[src/rtl/data_memory_arbiter.sv]
// data_memory_arbiter
// Two-port round-robin arbiter and sequencer in front of a single-ported
// 64-bit data memory. Port 0 is the core load/store stage and port 1 is the
// DMA/debug port. One request is granted at a time. The winner's access is
// driven onto the memory port for exactly one cycle. A read-data or
// write-acknowledge response is then held until the winner consumes it.
//
// Ports:
//   clockInput          clock, rising edge
//   resetNInput         asynchronous active-low reset
//   reqValidInput[1:0]  request valid per port
//   reqReadyOutput[1:0] request accepted when valid & ready (IDLE only)
//   reqWriteInput[1:0]  1 = store, 0 = load, per port
//   reqAddr0/1Input     request address per port
//   reqWriteData0/1Input store data per port
//   respValidOutput[1:0] response valid per port
//   respReadyInput[1:0] response consumed per port
//   respReadDataOutput  captured load data, shared between ports
//   memWriteOutput      memory write enable
//   memReadOutput       memory read enable
//   memAddressOutput    memory address (full width, memory decodes low bits)
//   memWriteDataOutput  memory write data
//   memReadDataInput    combinational memory read data

module data_memory_arbiter #(
  parameter int ADDR_WIDTH = 48,
  parameter int DATA_WIDTH = 64
) (
  input  logic                  clockInput,
  input  logic                  resetNInput,
  input  logic [1:0]            reqValidInput,
  output logic [1:0]            reqReadyOutput,
  input  logic [1:0]            reqWriteInput,
  input  logic [ADDR_WIDTH-1:0] reqAddr0Input,
  input  logic [ADDR_WIDTH-1:0] reqAddr1Input,
  input  logic [DATA_WIDTH-1:0] reqWriteData0Input,
  input  logic [DATA_WIDTH-1:0] reqWriteData1Input,
  output logic [1:0]            respValidOutput,
  input  logic [1:0]            respReadyInput,
  output logic [DATA_WIDTH-1:0] respReadDataOutput,
  output logic                  memWriteOutput,
  output logic                  memReadOutput,
  output logic [ADDR_WIDTH-1:0] memAddressOutput,
  output logic [DATA_WIDTH-1:0] memWriteDataOutput,
  input  logic [DATA_WIDTH-1:0] memReadDataInput
);

  typedef enum logic [1:0] {
    ST_IDLE   = 2'd0,
    ST_ACCESS = 2'd1,
    ST_RESP   = 2'd2
  } state_t;

  state_t                r_state;
  state_t                w_nextState;
  logic                  r_lastGrant;
  logic                  r_id;
  logic                  r_write;
  logic [ADDR_WIDTH-1:0] r_addr;
  logic [DATA_WIDTH-1:0] r_wdata;
  logic [DATA_WIDTH-1:0] r_rdata;

  logic [1:0]            w_grant;
  logic                  w_accept;
  logic                  w_winner;

  // Round-robin grant. Only offered in IDLE. Gated by reset so that
  // reqReady reads 0 while reset is held, even with requests pending.
  // When both ports ask, the one that did not win last time gets it.
  always_comb begin
    w_grant = 2'b00;
    if (resetNInput && (r_state == ST_IDLE)) begin
      case (reqValidInput)
        2'b01:   w_grant = 2'b01;
        2'b10:   w_grant = 2'b10;
        2'b11:   w_grant = r_lastGrant ? 2'b01 : 2'b10;
        default: w_grant = 2'b00;
      endcase
    end
  end

  assign w_accept = |w_grant;
  assign w_winner = w_grant[1];

  // Next-state logic. ACCESS always lasts a single cycle. RESP waits only
  // on the ready of the port that owns the response.
  always_comb begin
    w_nextState = r_state;
    case (r_state)
      ST_IDLE:   if (w_accept) w_nextState = ST_ACCESS;
      ST_ACCESS: w_nextState = ST_RESP;
      ST_RESP:   if (respReadyInput[r_id]) w_nextState = ST_IDLE;
      default:   w_nextState = ST_IDLE;
    endcase
  end

  // Output decode. Memory controls are only live in ACCESS. Because the
  // decode is from state, an async reset in ACCESS removes the write enable
  // before the next edge.
  always_comb begin
    reqReadyOutput     = w_grant;
    respValidOutput    = 2'b00;
    memWriteOutput     = 1'b0;
    memReadOutput      = 1'b0;
    memAddressOutput   = '0;
    memWriteDataOutput = '0;
    case (r_state)
      ST_ACCESS: begin
        memWriteOutput     = r_write;
        memReadOutput      = ~r_write;
        memAddressOutput   = r_addr;
        memWriteDataOutput = r_wdata;
      end
      ST_RESP: begin
        respValidOutput[r_id] = 1'b1;
      end
      default: ;
    endcase
  end

  assign respReadDataOutput = r_rdata;

  // State, arbitration history, request latch and response data.
  // A store response leaves r_rdata untouched.
  always_ff @(posedge clockInput or negedge resetNInput) begin
    if (!resetNInput) begin
      r_state     <= ST_IDLE;
      r_lastGrant <= 1'b1;
      r_id        <= 1'b0;
      r_write     <= 1'b0;
      r_addr      <= '0;
      r_wdata     <= '0;
      r_rdata     <= '0;
    end else begin
      r_state <= w_nextState;
      if (w_accept) begin
        r_id        <= w_winner;
        r_lastGrant <= w_winner;
        r_write     <= reqWriteInput[w_winner];
        r_addr      <= w_winner ? reqAddr1Input : reqAddr0Input;
        r_wdata     <= w_winner ? reqWriteData1Input : reqWriteData0Input;
      end
      if ((r_state == ST_ACCESS) && !r_write) begin
        r_rdata <= memReadDataInput;
      end
    end
  end

endmodule

[config.mk]
export PLATFORM = sky130hd
export DESIGN_NAME = data_memory_arbiter
export DESIGN_NICKNAME = d
export VERILOG_FILES = /design/src/rtl/data_memory_arbiter.sv
export SDC_FILE = /design/constraint.sdc
export NUM_CORES = 1
export LEC_CHECK = 0
export BUFFER_PORTS_ARGS = -buffer_cell sky130_fd_sc_hd__buf_4
export CORE_AREA = 2 2 185 187
export CTS_CLUSTER_DIAMETER = 30
export DETAILED_ROUTE_END_ITERATION = 8
export DIE_AREA = 0 0 187 189
export GPL_TIMING_DRIVEN = 0
export PLACE_DENSITY = 0.64
export SKIP_LAST_GASP = 1
export SYNTH_ARGS = -nofsm -noshare
export SYNTH_HDL_FRONTEND = slang
export SYNTH_SLANG_ARGS = --single-unit
[constraint.sdc]
create_clock -name clockInput -period 3.1 [get_ports clockInput]
set_input_delay 0.62 -clock clockInput [delete_from_list [all_inputs] [get_ports clockInput]]
set_output_delay 0.62 -clock clockInput [all_outputs]
set_load 0.1 [all_outputs]
---- Yosys cells after proc, flatten, opt, wreduce, memory -nomap -nowiden ----
Cells that the tools add are included.
word-level totals
  logic and storage cells ................. 44
  output and inout bits ................... 182
  input port bits ......................... 296
  register bits ........................... 181
operators by class
  reduce and logical (&&, ||, !) cells .... 7
  order comparisons ....................... 3
  multiplexer cells ....................... 19
  bitwise logic cells ..................... 1
  eq/ne operators ......................... 7
operators by type and width
  cell                                                                          count
  64-bit two-way mux                                                            2
  48-bit two-way mux                                                            2
  2-bit one-hot mux with 3 select lines                                         2
  2-bit two-way mux                                                             5
  1-bit two-way mux                                                             7
  2-bit equality test, second input constant                                    3
  2-bit by 1-bit equality test with 1-bit output, second input constant         2
  1-bit by 2-bit less-than comparator with 1-bit output, second input constant  2
  2-bit inequality test, second input constant                                  2
  1-bit logical AND                                                             3
  2-bit logical NOT                                                             1
  2-bit AND reduction                                                           1
  2-bit OR reduction                                                            1
  1-bit demux with 1-bit select                                                 1
  1-bit >= comparator, second input constant                                    1
  1-bit logical NOT                                                             1
  1-bit inverter                                                                1

---- Longest topological paths before layout ----
  depth after elaboration ................. 6
  depth in mapped cells ................... 7
  gate-level depth less buffers ........... 3

---- Least setup slack after synthesis ----
No wires, ideal clock.
  kind .................................... in2out
  from .................................... input port resetNInput
  to ...................................... output port reqReadyOutput[1]
  required time ........................... 2.480 ns
  setup slack ............................. -0.074 ns
  buffers on the path ..................... 2
  data arrival time ....................... 2.554 ns
  stages on the path ...................... 4
  cell sequence ........................... or3b_1 buf_2 buf_6 nor2_1
between the ends
  word-level cells in the longest chain between the ends .. 2
ends and longest elaborated chain
  what               RTL line  source
  from (decl)        30        input logic resetNInput,
  1-bit logical AND  72        if (resetNInput && (r_state == ST_IDLE)) begin
  2-bit two-way mux  72
  to (decl)          32        output logic [1:0] reqReadyOutput,
No other way between the ends.

---- Worst setup path in the final report ----
  from .................................... register r_state[0]
  to ...................................... output port memAddressOutput[31]
between the ends
  word-level cells in the longest chain between the ends .. 2
ends and longest elaborated chain
  what                                            RTL line  source
  from (decl)                                     54        state_t r_state;
  from (signal assigned)                          135       r_state <= w_nextState;
  2-bit by 1-bit equality test with 1-bit output  107       case (r_state)
  48-bit two-way mux                              107
  to (decl)                                       43        output logic [ADDR_WIDTH-1:0] memAddressOutput,
No other way between the ends.

==> impl_metrics.csv <==
group,metric,value,unit
run_status,status,"finished, final reports clean",
timing,finalWorstSetupSlack,0.193,ns
place,place_hpwl,28900,µm
drt,antenna_left,0,
timing,rsz0062_at_grt,"yes",
critical_path,worst_setup_path_start_kind,"register",
timing,finalHoldViolations,0,
global_route,antenna_found_initial,2,
timing,period_share,93.8,%
drt,wl_per_cell,20.2,µm
cts,clock_latency,0.44,ns
global_route,grt_pass1_wl,57400,µm
floorplan,rows,67,
timing,tightest_slew,0.708,ns
cts,clock_sinks,181,
place,dpl.cell_count,1864,
power_and_ir_drop,p_leak,6.21,nW
drt,drtIter0Drc,532,
synthesis,synth.net_count,1234,
synthesis,synth_area,0.00906,mm²
cells_and_area,area_delta_synth_final,53.4,%
place,port_buffers,477,
critical_path,end_kind,"output pin",
flow_run,drv_cap,0,
floorplan,die_x,187,µm
drt,dr_total_vias,9575,
min_path,worstHoldPathType,"in -> async",
cells_and_area,drive_above_1_share,43.5,%
floorplan,core,0.0333,mm²
cts,htree_levels,4,
cts,path_clk_slew,0.08,ns
synthesis,yosysSeqAreaShare,50.0,%
timing,finalMaxSlewViolations,0,
synthesis,synthCells,938,
drt,via_per_inst,5.04,
global_route,grt_pass1_vias,9969,
synthesis,synth_seq_cells,181,
floorplan,start_util,27.2,%
critical_path,cp.arrival,2.29,ns
global_route,grt_max_degree,102,
cells_and_area,nets,1732,
timing,max-slew-margin-rel,52.8,%
floorplan,ioPinCount,478,
drt,wl,38300,µm
cells_and_area,n_fill_cell,3314,
critical_path,path_class,"reg -> out",
power_and_ir_drop,power,17.3,mW
drt,drtPass1Iterations,5,
timing,fmax,344,MHz
synthesis,synth_cell_types,24,
power_and_ir_drop,p_per_area,1250,mW/mm²
timing,period_minus_slack,2.91,ns
cells_and_area,design_area,0.0139,mm²
critical_path,crit_required,2.48,ns
synthesis,yosysWarnings,0,
global_route,track_usage,21.0,%
floorplan,dieArea,0.0353,mm²
place,placed_area,0.0132,mm²
place,post-place-ws,-0.172,ns
power_and_ir_drop,irDropWorstVdd,0.733,mV
global_route,gr-total-overflow,0,
cts,clock_path_buffers,2,
drt,route.detailed.drc,0,
floorplan,die_h,189,µm
cts,tritoncts,"yes",
timing,finalClockSkew,0.0124,ns
place,place.gp.congestion,0.879,
cells_and_area,instances_no_fill,1898,
synthesis,synth_area_per_cell,9.66,µm²
timing,setup_viol,0,
critical_path,cp_max_fo,10,
cts,cts_buffers,17,
cts,cts_root_buf,"clkbuf_16",
[per-layer routing]
metal	vias to the layer above	global-route usage (%)	wire, µm
met4	2	7.08	1030
met5	-	0	13
met1	4714	25.6	15600
met2	409	36.5	19100
met3	49	4.78	2560
li1	4401	-	-
[worst paths after layout]
path                                                    startpoint                                  to  slack, ns  cells after the start
worst max register to register             r_lastGrant$_DFFE_PN1P_               r_addr[7]$_DFFE_PN0P_       1.02                      5
min in group clockInput                       memReadDataInput[12]  respReadDataOutput[12]$_DFFE_PN0P_       0.41                      2
max in group asynchronous                              resetNInput                 r_write$_DFFE_PN0P_       2.29                      2
worst max-delay path                        r_state[0]$_DFFE_PN0P_                memAddressOutput[31]       0.19                      5
worst min register to register  respReadDataOutput[41]$_DFFE_PN0P_  respReadDataOutput[41]$_DFFE_PN0P_       0.51                      1
worst min-delay path                                   resetNInput             r_wdata[39]$_DFFE_PN0P_       0.03                      1
[stage by stage]
stage	hold slack, ns	setup TNS (ns)	util (%)
after global routing	0.0189	-0.0569	41.8
after CTS	0.0742	0	41.7
after detailed placement	0.497	-0.172	39.8
final	0.0326	0	41.8
after global placement	0.491	-121.42	39.7
after floorplan	0.324	0	-
[what timing repair did]
item,CTS,global route
gates resized for setup,7,5
endpoints found under the hold margin,0,0
setup buffers,0,0
hold buffers,0,0
cloned,0,1
setup endpoints to repair,71,20
[worst max-delay path: stages (launching register included)]
cell and delay (ns):
dfrtp_1 0.42, nor2b_2 0.28, buf_4 0.26, buf_1 0.34, and2_1 0.23, buf_4 0.30
[area by class of cell]
cell class / instances / area, µm² / share of cell area, %
Clock buffer: 17 / 425 / 3.06
Timing Repair Buffer: 479 / 3650 / 26.3
Inverter: 2 / 7.51 / 0.0540
Sequential cell: 181 / 4530 / 32.6
Multi-Input combinational cell: 648 / 3980 / 28.6
Antenna cell: 1 / 2.50 / 0.0180
Tap cell: 448 / 561 / 4.03
Buffer: 107 / 554 / 3.99
Clock inverter: 15 / 181 / 1.31
[cells by family (layout without fill, tap and decap cells)]
family	Yosys count	count (layout)	share of synthesized area (%)
compound gates	344	344	20.9
buf+inv	109	620	6.12
flops	181	181	50.0
mux	65	65	8.08
other cells	0	1	0
simple gates	239	239	14.9
[Yosys cell counts, drive strengths merged]
master / instances / share of area [%]
nor2b: 1 / 0.069
mux2: 65 / 8.1
a21o: 2 / 0.17
nor3b: 1 / 0.14
a21bo: 1 / 0.11
or2: 1 / 0.069
nor2: 4 / 0.17
nand2b: 3 / 0.21
o21ai: 114 / 6.3
inv: 2 / 0.083
a21boi: 1 / 0.12
dfstp: 1 / 0.29
and2: 114 / 7.9
buf: 42 / 3.3
or3b: 1 / 0.097
dfrtp: 180 / 50
clkbuf: 65 / 2.7
a21oi: 113 / 6.2
nand3: 114 / 6.3
a31oi: 113 / 7.9
[placed cells by master (no fill, tap or decap), types with 3 or more instances in the layout]
cell	instances
buf_1	3
clkbuf_1	58
inv_6	5
clkbuf_2	4
nand3_1	114
o21ai_1	60
o21ai_0	54
a21oi_1	113
clkinv_8	6
mux2_2	65
clkbuf_16	18
buf_4	479
a31oi_1	111
buf_6	14
nor2_1	3
buf_2	25
nand2b_1	3
dfrtp_1	180
and2_1	114
[registers in the layout, indices dropped and copies added (netlist names)]
register and cells:
r_addr 48, r_id 1, r_lastGrant 1, r_state 2
r_wdata 64, r_write 1, respReadDataOutput 64
[where the power goes]
part | total, mW | switching (mW) | internal [mW]
Sequential | 4.12 | 0.604 | 3.52
Clock | 2.28 | 1.18 | 1.10
Combinational | 10.9 | 8.37 | 2.58
No activity file was read; power rests on OpenSTA's default activity.
